File: config.mk
export PLATFORM = sky130hd
export DESIGN_NAME = float_add_sequencer
export DESIGN_NICKNAME = d
export VERILOG_FILES = /design/src/rtl/float_add_sequencer_pkg.sv /design/src/rtl/float_add_sequencer_adder.sv /design/src/rtl/float_add_sequencer.sv
export SDC_FILE = /design/constraint.sdc
export NUM_CORES = 1
export LEC_CHECK = 0
export CAP_MARGIN = 30
export CORE_UTILIZATION = 30
export CTS_CLUSTER_SIZE = 24
export DETAILED_ROUTE_END_ITERATION = 10
export GPL_TIMING_DRIVEN = 0
export HOLD_SLACK_MARGIN = 0.15
export SLEW_MARGIN = 0
export SYNTH_ARGS = -nofsm -noshare
export SYNTH_HDL_FRONTEND = slang
export SYNTH_HIERARCHICAL = 1
export SYNTH_SLANG_ARGS = --single-unit
File: constraint.sdc
create_clock -name clk -period 52.5 [get_ports clk]
set_clock_uncertainty 0.05 [all_clocks]
set_input_delay 15.75 -clock clk [delete_from_list [all_inputs] [get_ports clk]]
set_output_delay 15.75 -clock clk [all_outputs]
set_load 0.1 [all_outputs]
File: src/rtl/float_add_sequencer_pkg.sv
// Shared widths and FSM state encoding for float_add_sequencer and its benches.
// The optional error counter is enabled by defining FADD_SEQ_ERRCNT_EN.
package fadd_seq_defs;

    localparam int FADD_ADDR_W = 5;
    localparam int FADD_DATA_W = 32;

    typedef enum logic [2:0] {
        ST_IDLE = 3'd0,
        ST_RD   = 3'd1,
        ST_WAIT = 3'd2,
        ST_EXEC = 3'd3,
        ST_WR   = 3'd4,
        ST_DONE = 3'd5
    } state_t;

endpackage

File: src/rtl/float_add_sequencer_adder.sv
// float_adder: combinational IEEE-754 single-precision add, round-to-nearest-even,
// with subnormal, infinity and NaN handling.
module float_adder
    import fadd_seq_defs::*;
(
    input  logic [FADD_DATA_W-1:0] a,
    input  logic [FADD_DATA_W-1:0] b,
    output logic [FADD_DATA_W-1:0] sum
);

    logic        a_nan, b_nan, a_inf, b_inf, swap;
    logic        big_s, sml_s;
    logic [7:0]  big_e, sml_e, exp_diff;
    logic [23:0] big_m, sml_m;
    logic [4:0]  shamt;
    logic [53:0] sml_ext;
    logic [26:0] big_al, sml_al, norm;
    logic [27:0] raw;
    logic [4:0]  lz;
    logic        lz_found;
    logic [9:0]  exp_n, sh;
    logic        round_up;
    logic [24:0] mant_r;

    always_comb begin
        a_nan = (a[30:23] == 8'hff) && (a[22:0] != 23'd0);
        b_nan = (b[30:23] == 8'hff) && (b[22:0] != 23'd0);
        a_inf = (a[30:23] == 8'hff) && (a[22:0] == 23'd0);
        b_inf = (b[30:23] == 8'hff) && (b[22:0] == 23'd0);

        swap  = b[30:0] > a[30:0];
        big_s = swap ? b[31] : a[31];
        sml_s = swap ? a[31] : b[31];
        big_e = swap ? b[30:23] : a[30:23];
        sml_e = swap ? a[30:23] : b[30:23];
        big_m = {big_e != 8'd0, swap ? b[22:0] : a[22:0]};
        sml_m = {sml_e != 8'd0, swap ? a[22:0] : b[22:0]};

        // Subnormals behave as exponent 1 with a zero hidden bit.
        exp_diff = (big_e == 8'd0 ? 8'd1 : big_e) - (sml_e == 8'd0 ? 8'd1 : sml_e);
        shamt    = (exp_diff > 8'd31) ? 5'd31 : exp_diff[4:0];
        sml_ext  = {sml_m, 3'b000, 27'd0} >> shamt;
        sml_al   = {sml_ext[53:28], sml_ext[27] | (|sml_ext[26:0])};
        big_al   = {big_m, 3'b000};

        if (big_s == sml_s) begin
            raw = {1'b0, big_al} + {1'b0, sml_al};
        end else begin
            raw = {1'b0, big_al} - {1'b0, sml_al};
        end

        lz       = 5'd0;
        lz_found = 1'b0;
        for (int i = 26; i >= 0; i--) begin
            if (!lz_found) begin
                if (raw[i]) begin
                    lz_found = 1'b1;
                end else begin
                    lz = lz + 5'd1;
                end
            end
        end

        exp_n = {2'b00, (big_e == 8'd0) ? 8'd1 : big_e};
        sh    = 10'd0;
        if (raw[27]) begin
            norm  = {raw[27:2], raw[1] | raw[0]};
            exp_n = exp_n + 10'd1;
        end else begin
            // Left shift stops at exponent 1 so tiny results stay subnormal.
            sh    = ({5'd0, lz} < exp_n) ? {5'd0, lz} : exp_n - 10'd1;
            norm  = raw[26:0] << sh;
            exp_n = exp_n - sh;
        end

        round_up = norm[2] & (norm[1] | norm[0] | norm[3]);
        mant_r   = {1'b0, norm[26:3]} + {24'd0, round_up};
        if (mant_r[24]) begin
            mant_r = mant_r >> 1;
            exp_n  = exp_n + 10'd1;
        end

        if (a_nan) begin
            sum = a | 32'h0040_0000;
        end else if (b_nan) begin
            sum = b | 32'h0040_0000;
        end else if (a_inf && b_inf && (a[31] != b[31])) begin
            sum = 32'h7fc0_0000;
        end else if (a_inf) begin
            sum = a;
        end else if (b_inf) begin
            sum = b;
        end else if (raw == 28'd0) begin
            sum = {a[31] & b[31], 31'd0};
        end else if (exp_n >= 10'd255) begin
            sum = {big_s, 8'hff, 23'd0};
        end else begin
            sum = {big_s, mant_r[23] ? exp_n[7:0] : 8'd0, mant_r[22:0]};
        end
    end

endmodule

File: src/rtl/float_add_sequencer.sv
// float_add_sequencer: reads A/B/expected per element, adds via float_adder, writes and checks sums.
// Define FADD_SEQ_ERRCNT_EN to build the saturating err_cnt output.
module float_add_sequencer
    import fadd_seq_defs::*;
#(
    parameter int ADDR_W = FADD_ADDR_W,
    parameter int DATA_W = FADD_DATA_W
) (
    input  logic              clk,
    input  logic              rst,
    input  logic              start,
    input  logic [ADDR_W-1:0] base_addr,
    input  logic [ADDR_W:0]   count,
    output logic              busy,
    output logic              done,
    output logic              pass,
    output logic [ADDR_W-1:0] mem_addr,
    output logic              rd_en,
    input  logic [DATA_W-1:0] a_data,
    input  logic [DATA_W-1:0] b_data,
    input  logic [DATA_W-1:0] e_data,
    output logic              res_we,
    output logic [ADDR_W-1:0] res_addr,
    output logic [DATA_W-1:0] res_data
`ifdef FADD_SEQ_ERRCNT_EN
    ,
    output logic [ADDR_W:0]   err_cnt
`endif
);

    localparam logic [ADDR_W:0] MAX_CNT = {1'b1, {ADDR_W{1'b0}}};

    state_t            state_q, state_d;
    logic [ADDR_W-1:0] ptr_q, ptr_d;
    logic [ADDR_W:0]   remaining_q, remaining_d;
    logic [DATA_W-1:0] op_a_q, op_a_d, op_b_q, op_b_d, op_e_q, op_e_d;
    logic [DATA_W-1:0] exp_q, exp_d;
    logic [DATA_W-1:0] sum;
    logic              busy_q, busy_d, done_q, done_d, pass_q, pass_d;
    logic              rd_en_q, rd_en_d, res_we_q, res_we_d;
    logic [ADDR_W-1:0] mem_addr_q, mem_addr_d, res_addr_q, res_addr_d;
    logic [DATA_W-1:0] res_data_q, res_data_d;
`ifdef FADD_SEQ_ERRCNT_EN
    logic [ADDR_W:0]   err_cnt_q, err_cnt_d;
`endif

    float_adder u_adder (
        .a   (op_a_q),
        .b   (op_b_q),
        .sum (sum)
    );

    always_comb begin
        state_d     = state_q;
        ptr_d       = ptr_q;
        remaining_d = remaining_q;
        op_a_d      = op_a_q;
        op_b_d      = op_b_q;
        op_e_d      = op_e_q;
        exp_d       = exp_q;
        busy_d      = busy_q;
        done_d      = 1'b0;
        pass_d      = pass_q;
        rd_en_d     = 1'b0;
        res_we_d    = 1'b0;
        mem_addr_d  = mem_addr_q;
        res_addr_d  = res_addr_q;
        res_data_d  = res_data_q;
`ifdef FADD_SEQ_ERRCNT_EN
        err_cnt_d   = err_cnt_q;
`endif

        // Outputs are computed one state ahead so every port comes straight from a flop.
        case (state_q)
            ST_IDLE: begin
                if (start) begin
                    ptr_d       = base_addr;
                    remaining_d = (count > MAX_CNT) ? MAX_CNT : count;
                    pass_d      = 1'b1;
                    busy_d      = 1'b1;
`ifdef FADD_SEQ_ERRCNT_EN
                    err_cnt_d   = '0;
`endif
                    if (count == '0) begin
                        state_d = ST_DONE;
                        done_d  = 1'b1;
                    end else begin
                        state_d    = ST_RD;
                        rd_en_d    = 1'b1;
                        mem_addr_d = base_addr;
                    end
                end
            end
            ST_RD: begin
                state_d = ST_WAIT;
            end
            ST_WAIT: begin
                op_a_d  = a_data;
                op_b_d  = b_data;
                op_e_d  = e_data;
                state_d = ST_EXEC;
            end
            ST_EXEC: begin
                res_data_d = sum;
                exp_d      = op_e_q;
                res_we_d   = 1'b1;
                res_addr_d = ptr_q;
                state_d    = ST_WR;
            end
            ST_WR: begin
                if (res_data_q != exp_q) begin
                    pass_d = 1'b0;
`ifdef FADD_SEQ_ERRCNT_EN
                    if (err_cnt_q != MAX_CNT) begin
                        err_cnt_d = err_cnt_q + (ADDR_W+1)'(1);
                    end
`endif
                end
                ptr_d       = ptr_q + ADDR_W'(1);
                remaining_d = remaining_q - (ADDR_W+1)'(1);
                if (remaining_q == (ADDR_W+1)'(1)) begin
                    state_d = ST_DONE;
                    done_d  = 1'b1;
                end else begin
                    state_d    = ST_RD;
                    rd_en_d    = 1'b1;
                    mem_addr_d = ptr_q + ADDR_W'(1);
                end
            end
            ST_DONE: begin
                busy_d  = 1'b0;
                state_d = ST_IDLE;
            end
            default: begin
                state_d = ST_IDLE;
            end
        endcase
    end

    always_ff @(posedge clk) begin
        if (rst) begin
            state_q     <= ST_IDLE;
            ptr_q       <= '0;
            remaining_q <= '0;
            op_a_q      <= '0;
            op_b_q      <= '0;
            op_e_q      <= '0;
            exp_q       <= '0;
            busy_q      <= 1'b0;
            done_q      <= 1'b0;
            pass_q      <= 1'b0;
            rd_en_q     <= 1'b0;
            res_we_q    <= 1'b0;
            mem_addr_q  <= '0;
            res_addr_q  <= '0;
            res_data_q  <= '0;
`ifdef FADD_SEQ_ERRCNT_EN
            err_cnt_q   <= '0;
`endif
        end else begin
            state_q     <= state_d;
            ptr_q       <= ptr_d;
            remaining_q <= remaining_d;
            op_a_q      <= op_a_d;
            op_b_q      <= op_b_d;
            op_e_q      <= op_e_d;
            exp_q       <= exp_d;
            busy_q      <= busy_d;
            done_q      <= done_d;
            pass_q      <= pass_d;
            rd_en_q     <= rd_en_d;
            res_we_q    <= res_we_d;
            mem_addr_q  <= mem_addr_d;
            res_addr_q  <= res_addr_d;
            res_data_q  <= res_data_d;
`ifdef FADD_SEQ_ERRCNT_EN
            err_cnt_q   <= err_cnt_d;
`endif
        end
    end

    assign busy     = busy_q;
    assign done     = done_q;
    assign pass     = pass_q;
    assign rd_en    = rd_en_q;
    assign res_we   = res_we_q;
    assign mem_addr = mem_addr_q;
    assign res_addr = res_addr_q;
    assign res_data = res_data_q;
`ifdef FADD_SEQ_ERRCNT_EN
    assign err_cnt  = err_cnt_q;
`endif

endmodule

==> metrics.md, run 1 <==
| Metric | Value |
|---|---|
| Synth Net Count | `3783` |
| Final Hold Fails | `0` |
| DR vias | `29100` |
| CTS max path bufs | `2` |
| Proportion of layout cells with a drive suffix above 1 | `6.09%` |
| Die footprint | `80900 µm²` |
| Reg2Reg Setup Slack | `approximately 17000 ps` |
| Top Ports | `157` |
| Die height | `284 µm` |
| Post-synth EDFFs | `0` |
| Status | `completed` |
| Drt initial violations | `around 3400` |
| Most used cell, CP | `ha_1` |
| CP endpoint kind | `flip-flop` |
| Final WL | `between 100 and 150 mm` |
| Core ar. | `79000 µm²` |
| Setup TNS | `0 ps` |
| Die Width | `284 µm` |
| CP max stage delay | `870 ps` |
| Cts bufs inserted | `17` |
| Worst Hold Depth | `2` |
| Most common cell after layout, fill and taps aside | `nand2_1` |
| Initial Utilization | `between 30% and 40%` |
| DRC Markers | `0` |
| Synth Instances | `approximately 3500` |
| Vias per inst | `6.07` |
| Total GRT Usage | `between 20% and 30%` |
| Routed len/inst | `24.0 µm` |
| RSZ-0062 raised after global routing | `false` |
| CTS Root Cell | `clkbuf_16` |
| Worst Hold End | `exp_q[30]` |
| WP buf/inv | `20` |
| Worst Tran Pin Value | `roughly 1100 ps` |
| Largest net degree at the start of global routing | `20` |
| Placer Congestion | `1.06` |
| Setup crit start kind | `flip-flop` |
| Reg2reg path depth | `138` |
| Worst flop-to-flop path endpoint | `res_data[16]` |
| Ys async rst share | `0%` |
| Prevailing post-synth register cell | `dfxtp_1` |
| Antenna cells | `0` |
| Worst-path clk slew | `80 ps` |
| Mapped Area | `roughly 24000 µm²` |
| Share of the clock period used by the worst path | `68.1%` |
| Mapped Avg Cell Area | `6.76 µm²` |
| First-pass GRT wire length | `~170 mm` |
| H-tree Lvls | `4` |
| Clk_lat worst skew | `450 ps` |
| Nets | `3971` |
| Max Slew Vio Count | `0` |
| Min-Delay Startpoint | `op_e_q[30]` |
| Distinct cells, synth | `123` |
| Hold Crit Class | `reg2reg` |
| Area Overhead vs Synth | `15.2%` |
| Warning count from the yosys run | `6` |
| WS Path Type | `reg2reg` |
| Initial antenna violation count | `2` |
| Register bit count reported by yosys | `189` |
| Resized Gates After CTS | `0` |
| FMAX | `roughly 0.028 GHz` |
| CP required | `52830 ps` |
| Crit path arrival time | `36090 ps` |
| DP HPWL | `a little over 90 mm` |
| Grt total ovfl | `0` |
| DRT Pass-1 Iters | `8` |
| Post-CTS setup buffer count | `0` |
| Final ANT Viol Nets | `0` |
| Most frequent cells in the layout | `nand2_1, a21oi_1, nor2_1` |
| Worst-path fanout max | `10` |
| Clock sink count | `between 150 and 200` |
| TritonCTS clock tree | `done` |
| Number of hold buffers added after CTS | `0` |
| IO Port Bufs | `156` |
| # setup viols final | `0` |
| Number of max-cap violations | `0` |
| Rows | `103` |
| Critical path's top delay family | `compound AO/OA/AOI/OAI gates` |
| Max stage delay cell, worst path | `nor4_2` |
| Worst r2r src | `op_a_q[9]` |
| Fin crit period | `35750 ps` |
| Vias in the first global route | `27000` |
| Sequential fraction of the synthesis area | `15.8%` |
| Max-slew headroom | `22.9%` |
==> registers in the layout, summed over array words and instances (netlist names) <==
register     flops
res_addr         5
res_data        32
exp_q           32
done             1
state_q          3
res_we           1
ptr_q            5
op_b_q          32
busy             1
mem_addr         5
op_a_q          32
remaining_q      6
rd_en            1
pass             1
op_e_q          32
==> per-layer routing <==
| metal | up-vias | global-route usage [%] | part of all wire, % |
|---|---|---|---|
| li1 | 13400 | - | - |
| met1 | 13700 | 36.3 | 43 |
| met2 | 1648 | 42.5 | 43 |
| met3 | 335 | 5.42 | 9.7 |
| met4 | 0 | 12.3 | 4.7 |
| met5 | - | 0 | 0 |
==> stage by stage <==
step	cell area, µm²	hold WS, ps	utilization (%)	setup slack, ps	instances
6_report	27600	399	34.9	16750	4792
5_1_grt	27600	420	34.9	14950	4792
4_1_cts	27500	395	34.9	17940	4790
3_5_place_dp	26900	395	34.1	18040	4758
3_3_place_gp	26800	391	33.9	17840	4747
2_1_floorplan	23900	382	-	26730	3541
==> logic make-up after synthesis <==
| group | share of synthesized area [%] |
|---|---|
| adders and majority gates | 6.99 |
| DFF | 15.8 |
| xor gates and xnor gates | 5.64 |
| other | 0.0157 |
| AOI/OAI and AO/OA | 31.0 |
| buffers and inverters | 6.61 |
| and+or+nand+nor | 29.3 |
| muxes | 4.63 |
==> worst max path at each step <==
stage,startpoint,endpoint,slack (ps),depth (start not counted)
final,op_a_q[9],res_data[16],16750,138
after global routing,op_a_q[9],res_data[16],14950,139
after CTS,op_a_q[9],res_data[16],17940,138
after detailed placement,op_a_q[9],res_data[16],18040,138
after global placement,op_a_q[9],res_data[16],17840,138
after floorplan,op_a_q[9],res_data[16],26730,132
==> worst min-delay path: stages (launching register included) <==
cell     delay [ps]
dfxtp_1         310
nand2_1          50
a21oi_1          50
==> area by class of cell <==
type / instances / area, µm²
Fill cell: 8677 / 51400
Inverter: 147 / 557
Clock buffer: 19 / 443
Clock inverter: 13 / 149
Buffer: 232 / 1030
Timing Repair Buffer: 169 / 1730
Multi-Input combinational cell: 2973 / 18600
Sequential cell: 189 / 3780
Tap cell: 1050 / 1310
==> synth_stat cells, types with 13 or more instances <==
library cell  number  share of area (%)
nand2_1          610                9.6
a21oi_1          393                8.2
nor2_1           269                4.2
dfxtp_1          189                 16
o21ai_0          186                3.9
clkbuf_1         144                2.3
inv_1            142                2.2
ha_1             129                6.7
nand3_1          119                2.5
xnor2_1          105                3.8
nor3_1            96                2.0
mux2i_1           77                3.2
nand4_1           63                1.6
nor4_1            53                1.4
a211oi_1          49                1.5
buf_2             48                1.0
o22ai_1           42                1.1
o211ai_1          39                1.2
o221ai_1          38                1.4
a22oi_1           35                1.1
a21o_1            34                1.1
a31oi_1           34               0.89
and2_1            32               0.84
and3_1            32               0.84
mux2_2            28                1.3
o21a_1            26               0.82
nand2b_1          24               0.63
or2_2             24               0.63
or3_1             23               0.60
xor2_1            23               0.84
o21ai_1           21               0.44
buf_1             19               0.30
o31ai_1           18               0.56
a211o_1           15               0.55
buf_4             15               0.47
o2111ai_1         15               0.55
nor2b_1           14               0.37
o21bai_1          14               0.44
o31a_1            13               0.48
Power of run 1 is not shown: default switching activity piles up to over one toggle a cycle in this logic, so the estimate is an artifact.
==> run 2: changes to the inputs <==
==> constraint.sdc (replaced) <==
create_clock -name clk -period 35.2 [get_ports clk]
set_clock_uncertainty 0.05 [all_clocks]
set_input_delay 10.56 -clock clk [delete_from_list [all_inputs] [get_ports clk]]
set_output_delay 10.56 -clock clk [all_outputs]
set_load 0.1 [all_outputs]
==> run 2 against run 1 <==
Net effect: flip-flop and latch count is the same; maximum frequency grew 6.0%; final cell count is essentially flat; clock-buffer cell count is the same; wire length grew 0.19%; global-route usage is the same; via count grew 0.14%; hold slack lost 1.7 ps; register-to-register slack lost 15000 ps; first-iteration DRC count grew 4.7%.
==> metrics.md, run 2 (synthesis gave the netlist of run 1 again) <==
| Metric | Value |
|---|---|
| Setup TNS | `0 ps` |
| Antenna cells | `0` |
| FMAX | `0.0296 GHz` |
| Setup crit start kind | `flip-flop` |
| CP max stage delay | `690 ps` |
| Most frequent cells in the layout | `nand2_1, a21oi_1, nor2_1` |
| Initial antenna violation count | `2` |
| Most used cell, CP | `ha_1` |
| First-pass GRT wire length | `171 mm` |
| Worst Tran Pin Value | `between 1000 and 1500 ps` |
| Number of max-cap violations | `0` |
| Most common cell after layout, fill and taps aside | `nand2_1` |
| Routed len/inst | `around 24 µm` |
| Grt total ovfl | `0` |
| Worst r2r src | `op_a_q[12]` |
| Share of the clock period used by the worst path | `between 90% and 100%` |
| Total GRT Usage | `27.3%` |
| Number of hold buffers added after CTS | `0` |
| Crit path arrival time | `between 30000 and 40000 ps` |
| Top Ports | `~160` |
| Placer Congestion | `1.06` |
| Nets | `3970` |
| DRT Pass-1 Iters | `6` |
| Filler cells | `8667` |
| Worst Hold Depth | `2` |
| CTS max path bufs | `2` |
| DP HPWL | `between 90 and 100 mm` |
| Status | `completed` |
| # setup viols final | `0` |
| CP endpoint kind | `flip-flop` |
| Drt initial violations | `about 3500` |
| Die footprint | `80900 µm²` |
| Met2 WL | `49.2 mm` |
| Setup crit start | `op_a_q[12]` |
| Final Hold Fails | `0` |
| Initial Utilization | `30.3%` |
| H-tree Lvls | `4` |
| Largest net degree at the start of global routing | `20` |
| Die height | `284 µm` |
| TritonCTS clock tree | `done` |
| Worst flop-to-flop path endpoint | `res_data[17]` |
| Clk_lat worst skew | `460 ps` |
| WS Path Type | `reg2reg` |
| Clock sink count | `189` |
| CP Capture Point | `res_data[17]` |
| Fin crit period | `33730 ps` |
| Max-slew headroom | `between 20 and 25%` |
| CP required | `35480 ps` |
| Met1 WL | `49.0 mm` |
| DR vias | `about 29000` |
| Worst-path clk slew | `80 ps` |
| Vias in the first global route | `between 20000 and 30000` |
| Die Width | `284 µm` |
| Final WL | `115 mm` |
| Core ar. | `79000 µm²` |
| Max stage delay cell, worst path | `dfxtp_1` |
| Proportion of layout cells with a drive suffix above 1 | `~6.5%` |
| Vias per inst | `6.08` |
| Met3 WL post-DR | `11.6 mm` |
| Rows | `roughly 100` |
| Final ANT Viol Nets | `0` |
| Reg2reg path depth | `137` |
| Max Slew Vio Count | `0` |
| Area Overhead vs Synth | `15.4%` |
| Reg2Reg Setup Slack | `roughly 1500 ps` |
| CTS Root Cell | `clkbuf_16` |
| DRC Markers | `0` |
| Cts bufs inserted | `17` |
| Worst-path fanout max | `10` |
| RSZ-0062 raised after global routing | `false` |
| DR top layer | `met4` |
| IO Port Bufs | `156` |
| Hold Crit Class | `reg2reg` |
## run 2: through the flow
stage	cell area, µm²	hold slack (ps)	utilization, %	instances	setup WS (ps)
floorplan	23900	382	-	3541	9430
global placement	26800	391	33.9	4747	544
detailed placement	26900	395	34.1	4758	744
CTS	27500	395	34.9	4790	640
global route	27600	420	35.0	4791	18.3
finish	27600	397	35.0	4791	1470
## run 2: how the worst min path moves through the flow
stage	endpoint	startpoint	slack, ps
after CTS	exp_q[30]	op_e_q[30]	400
after global routing	exp_q[26]	op_e_q[26]	420
after global placement	exp_q[21]	op_e_q[21]	390
after floorplan	exp_q[0]	op_e_q[0]	380
final	exp_q[30]	op_e_q[30]	400
after detailed placement	exp_q[30]	op_e_q[30]	390
## run 2: cell type report
cell class / instances / area (µm²) / area share (%)
Clock inverter: 13 / 149 / 0.539
Tap cell: 1050 / 1310 / 4.76
Timing Repair Buffer: 170 / 1730 / 6.27
Clock buffer: 19 / 443 / 1.60
Inverter: 147 / 557 / 2.02
Buffer: 230 / 1030 / 3.72
Sequential cell: 189 / 3790 / 13.7
Multi-Input combinational cell: 2973 / 18600 / 67.4
## run 2: routing by layer
layer  track usage [%]  vias to the layer above
met2              42.5                     1615
met5                 0                        -
li1                  -                    13400
met3              5.42                      354
met1              36.3                    13800
met4              12.3                        0
## run 2: timing repair
| action | in CTS | in global routing |
|---|---|---|
| resized for setup | 0 | 20 |
| setup endpoints to repair | 0 | 31 |
| buffers inserted | 0 | 1 |
## run 2: critical path: cells and delay by family, from the launching register on
family                     cells  cell delay (ps)
DFF                            1              690
xor gates and xnor gates       1              140
AOI/OAI and AO/OA             52            12270
buffers and inverters         18             4910
and+or+nand+nor               35             6600
adders and majority gates     20             6130
muxes                         11             2820
Power of run 2 is left out for the same reason.
